$ cat src/rtl/shared_bus_rr_arbiter.sv
// Round-robin arbiter for M devices sharing one registered N-bit bus, with bounded
// ownership, a one-cycle turnaround and broadcast of every beat to all non-owners.
module shared_bus_rr_arbiter #(
    parameter int unsigned N        = 8,
    parameter int unsigned M        = 4,
    parameter int unsigned MAX_HOLD = 4,
    localparam int unsigned IdW     = (M > 1) ? $clog2(M) : 1
) (
    input  logic             clk,
    input  logic             rst,
    input  logic [M-1:0]     req,
    input  logic [M*N-1:0]   data_in,
    output logic [M-1:0]     grant,
    output logic [IdW-1:0]   owner_id,
    output logic [N-1:0]     bus,
    output logic             bus_valid,
    output logic [M*N-1:0]   data_out,
    output logic [M-1:0]     rx_valid
);

    localparam int unsigned   CntW     = (MAX_HOLD > 1) ? $clog2(MAX_HOLD) : 1;
    localparam logic [CntW-1:0] HoldLast = CntW'(MAX_HOLD - 1);

    typedef enum logic [0:0] {StIdle, StOwn} state_e;

    state_e            state_q, state_d;
    logic [M-1:0]      grant_q, grant_d;
    logic [IdW-1:0]    owner_q, owner_d;
    logic [IdW-1:0]    ptr_q, ptr_d;
    logic [CntW-1:0]   cnt_q, cnt_d;
    logic [N-1:0]      bus_q, bus_d;
    logic              bus_valid_q, bus_valid_d;
    logic [M*N-1:0]    dout_q, dout_d;
    logic [M-1:0]      rx_q, rx_d;

    logic              pick_found;
    logic [IdW-1:0]    pick_idx;
    logic [N-1:0]      own_data;
    logic              others_pending;

    // Scan starts just after the last owner, so it ends up with lowest priority.
    always_comb begin
        int unsigned idx;
        pick_found = 1'b0;
        pick_idx   = ptr_q;
        idx        = 0;
        for (int unsigned i = 1; i <= M; i++) begin
            idx = (32'(ptr_q) + i) % M;
            if (!pick_found && req[IdW'(idx)]) begin
                pick_found = 1'b1;
                pick_idx   = IdW'(idx);
            end
        end
    end

    assign own_data       = data_in[32'(owner_q)*N +: N];
    assign others_pending = |(req & ~grant_q);

    always_comb begin
        state_d     = state_q;
        grant_d     = grant_q;
        owner_d     = owner_q;
        ptr_d       = ptr_q;
        cnt_d       = cnt_q;
        bus_d       = bus_q;
        bus_valid_d = 1'b0;
        dout_d      = dout_q;
        rx_d        = '0;
        unique case (state_q)
            StIdle: begin
                if (pick_found) begin
                    state_d = StOwn;
                    grant_d = M'(1) << pick_idx;
                    owner_d = pick_idx;
                    ptr_d   = pick_idx;
                    cnt_d   = '0;
                end
            end
            StOwn: begin
                if (!req[owner_q]) begin
                    state_d = StIdle;
                    grant_d = '0;
                end else begin
                    bus_d       = own_data;
                    bus_valid_d = 1'b1;
                    for (int j = 0; j < M; j++) begin
                        if (IdW'(j) != owner_q) begin
                            dout_d[j*N +: N] = own_data;
                            rx_d[j]          = 1'b1;
                        end
                    end
                    // Last allowed beat with a competitor waiting: emit it, then release.
                    if (cnt_q == HoldLast && others_pending) begin
                        state_d = StIdle;
                        grant_d = '0;
                    end else if (cnt_q != HoldLast) begin
                        cnt_d = cnt_q + 1'b1;
                    end
                end
            end
            default: state_d = StIdle;
        endcase
    end

    always_ff @(posedge clk) begin
        if (rst) begin
            state_q     <= StIdle;
            grant_q     <= '0;
            owner_q     <= '0;
            ptr_q       <= IdW'(M - 1);
            cnt_q       <= '0;
            bus_q       <= '0;
            bus_valid_q <= 1'b0;
            dout_q      <= '0;
            rx_q        <= '0;
        end else begin
            state_q     <= state_d;
            grant_q     <= grant_d;
            owner_q     <= owner_d;
            ptr_q       <= ptr_d;
            cnt_q       <= cnt_d;
            bus_q       <= bus_d;
            bus_valid_q <= bus_valid_d;
            dout_q      <= dout_d;
            rx_q        <= rx_d;
        end
    end

    assign grant     = grant_q;
    assign owner_id  = owner_q;
    assign bus       = bus_q;
    assign bus_valid = bus_valid_q;
    assign data_out  = dout_q;
    assign rx_valid  = rx_q;

endmodule
$ cat config.mk
export PLATFORM = sky130hd
export DESIGN_NAME = shared_bus_rr_arbiter
export DESIGN_NICKNAME = d
export VERILOG_FILES = /design/src/rtl/shared_bus_rr_arbiter.sv
export SDC_FILE = /design/constraint.sdc
export NUM_CORES = 1
export LEC_CHECK = 0
export CAP_MARGIN = 20
export CORE_MARGIN = 2
export CORE_UTILIZATION = 40
export DETAILED_ROUTE_END_ITERATION = 10
export GPL_ROUTABILITY_DRIVEN = 0
export PLACE_DENSITY = 0.73
export SYNTH_ARGS = -nofsm -noshare
export SYNTH_HDL_FRONTEND = slang
export SYNTH_SLANG_ARGS = --single-unit
$ cat constraint.sdc
create_clock -name clk -period 2.48 [get_ports clk]
set_input_delay 0.744 -clock clk [delete_from_list [all_inputs] [get_ports clk]]
set_output_delay 0.744 -clock clk [all_outputs]
set_load 0.02 [all_outputs]
==> impl_metrics.json <==
{
  "htreeDepth": 2,
  "die_area_mm2": 0.006810,
  "syn2layout_area_growth_pct": 45.10,
  "ir_worst_vdd_uv": 376.9,
  "start_util_pct": 41.41,
  "synth_top_area_cell": "dfxtp_1",
  "ctsHoldBuffers": 0,
  "min-delay-start": "data_out[21]",
  "slew_violations": 0,
  "p_sw_share_pct": 32.90,
  "synth-adder-area-share_pct": 0.5074,
  "start_kind": "input port",
  "multi_input_area_mm2": 0.001222,
  "cts_resized": 0,
  "wl_mm": 6.316,
  "cts_sinks": 56,
  "post-route-drc-count": 0,
  "globalRouteOverflowTotal": 0,
  "clockBufferDepth": 2,
  "power_density_mw_per_mm2": 672.7,
  "route.vias.total": 2194,
  "regArea_mm2": 0.001121,
  "wire_per_inst_um": 14.97,
  "cts_root_buf": "clkbuf_8",
  "synth_top_family_by_area": "compound AO/OA/AOI/OAI gates",
  "drive_gt1_share_pct": 10.66,
  "fp.dieW_um": 82.52,
  "crit_chain": "clkdlybuf4s50_1 > nor2b_1 > o41ai_1 > a31oi_1 > o22ai_1",
  "grt_pass1_vias": 2103,
  "drtIter0Drc": 94,
  "timing.fmax_mhz": 452.0,
  "yosys-top-cells-area": "dfxtp_1 (45%), mux2i_1 (8.9%), nor2_1 (7.9%)",
  "fill_cells": 539,
  "clk_pin_slew_worst_paths_ps": 100,
  "p_comb_share_pct": 34.1,
  "cts_tree": "yes",
  "outcome": "completed",
  "yosys_warnings": 0,
  "synth-compound-area-share_pct": 19.33,
  "ff2ff_setup_slack_ps": 550,
  "ant_nets": 0,
  "ys_async_sr_fraction_pct": 0,
  "grt_antenna_before_repair": 0,
  "cts_buffers": 5,
  "max_slew.worst_pin.slew_ps": 628.0,
  "synthXorXnorAreaFrac_pct": 0,
  "period_minus_slack_ps": 2213,
  "hold_path_end": "data_out[21]",
  "yosysSeqAreaShare_pct": 45.46,
  "r2r-end": "bus[6]",
  "die_height_um": 82.52,
  "placementRows": 28,
  "crit_arrival_ps": 2450,
  "finalSetupViolCount": 0,
  "synth_area_mm2": 0.002466,
  "synth_edf_count": 0,
  "p_leak_nw": 1.291,
  "cp_max_fo": 7,
  "portBuffers": 88,
  "first_pass_iters": 4,
  "internal_power_w": 0.001615,
  "grt_pass1_wl_mm": 9.991,
  "final_common_cell": "clkdlybuf4s50_1",
  "p_switching_w": 0.0007920,
  "layout_common_cells": "clkdlybuf4s50_1 (87), dfxtp_1 (56), nor2_1 (52)",
  "nNetsFinal": 385,
  "endpoint_kind": "register",
  "timing.rr.start": "owner_id[1]",
  "min_delay_path_depth": 2,
  "dp_hpwl_mm": 4.727,
  "seqPwrFrac_pct": 43.6,
  "groute.usage.overall_pct": 19.24,
  "final_hold_viol_count": 0,
  "synth-simple-area-share_pct": 16.74,
  "post-cts-setup-buffers": 0,
  "synth_top_area_share_pct": 45.46,
  "ys_types": 40,
  "clkLatencyLatePin_ps": 310,
  "max_slew_margin_pct": 57.94,
  "rsz0062_at_grt": "false",
  "critical_path_required_ps": 2720,
  "fin_worst_skew_ps": 8.698,
  "muxShareOfSynthArea_pct": 12.68,
  "syn_avg_cell_area_um2": 9.747,
  "ys_seq_elements": 56,
  "post-route-util_pct": 60.08,
  "synth_fp_nets": 292,
  "viasPerCell": 5.199,
  "holdCritPathClass": "register to register",
  "core_mm2": 0.005956,
  "fin_crit_sh_pct": 89.22,
  "max_stage_delay_ps": 570,
  "cp_slowest_cell": "clkdlybuf4s50_1",
  "synthFlopType": "dfxtp_1",
  "syn_inst": 253,
  "power_frac_clock_pct": 22.2,
  "r2r_cells": 5,
  "boundaryPins": 89,
  "drv_cap": 0,
  "grt_max_degree": 35,
  "antenna_cells_inserted": 0,
  "tns_ps": 0,
  "worstSetupPathType": "input port to register"
}
[critical path, delay by kind of cell]
| family | cells | cell delay [ps] |
|---|---|---|
| compound gates | 3 | 920 |
| buf+inv | 1 | 570 |
| simple gates | 1 | 210 |
[layout make-up]
class                      count  share of cell area [%]
multi-input combinational    175                   34.16
sequential                    56                   31.33
inverter                       5                  0.5245
clock buffer                   6                   2.308
timing repair buffer         103                   28.67
tap                           75                   2.622
clock inverter                 2                  0.3846
[worst max path at each step]
stage	endpoint	slack (ps)	startpoint	cells past startpoint
finish	grant[0]	270	req[1]	5
global route	grant[0]	160	req[3]	5
CTS	grant[0]	320	req[1]	5
detailed placement	grant[0]	-10	req[1]	5
global placement	data_out[26]	70	req[1]	6
floorplan	cnt_q[0]	720	req[2]	4
[per-layer routing]
layer	GRT usage, %	share of wire, %	up-vias
li1	-	-	1090
met1	24.04	43	1024
met2	32.10	48	75
met3	6.522	8.0	5
met4	4.426	0.97	0
met5	0	0	-
[cells by family (layout without fill, tap and decap cells)]
family,count (synthesis),after routing
fa+ha+maj,1,1
flops,56,56
compound gates,59,59
mux,27,27
simple gates,88,88
buf+inv,22,116
[power groups by stage]
stage	registers, W	clock network [W]	logic [W]
CTS	0.00105	0.000546	0.000828
detailed placement	0.00107	0	0.000826
finish	0.00105	0.000536	0.000821
floorplan	0.00117	0	0.000374
global placement	0.00107	0	0.000814
global route	0.00106	0.000576	0.000891
[synth_stat cells (all sizes together), types with 2 or more instances]
library cell and n:
a211oi 28, a21o 2, a21oi 6, a31oi 7, buf 10, clkbuf 7, dfxtp 56, inv 5
mux2i 24, mux4 2, nand2 4, nand2b 5, nand3 2, nand3b 4, nor2 52, nor2b 10
nor3 4, o21ai 2, o22ai 5, o2bb2ai 5, o32ai 2, or3 2
[registers in the layout (all words and copies together) (netlist names)]
name	cells
data_out	32
bus	8
grant	4
rx_valid	4
cnt_q	2
owner_id	2
ptr_q	2
bus_valid	1
state_q	1
[stage by stage]
stage	setup WS (ps)	instances	area [µm²]	hold WS [ps]	power, W
after floorplan	721.8	253	2466	468.4	0.001540
after global placement	68.62	414	3482	472.7	0.001884
after detailed placement	-9.607	414	3482	485.1	0.001897
after CTS	321.6	422	3578	505.2	0.002425
after global routing	164.7	422	3578	528.5	0.002529
final	267.4	422	3578	504.2	0.002407
Power figures use the tool's default switching activity.
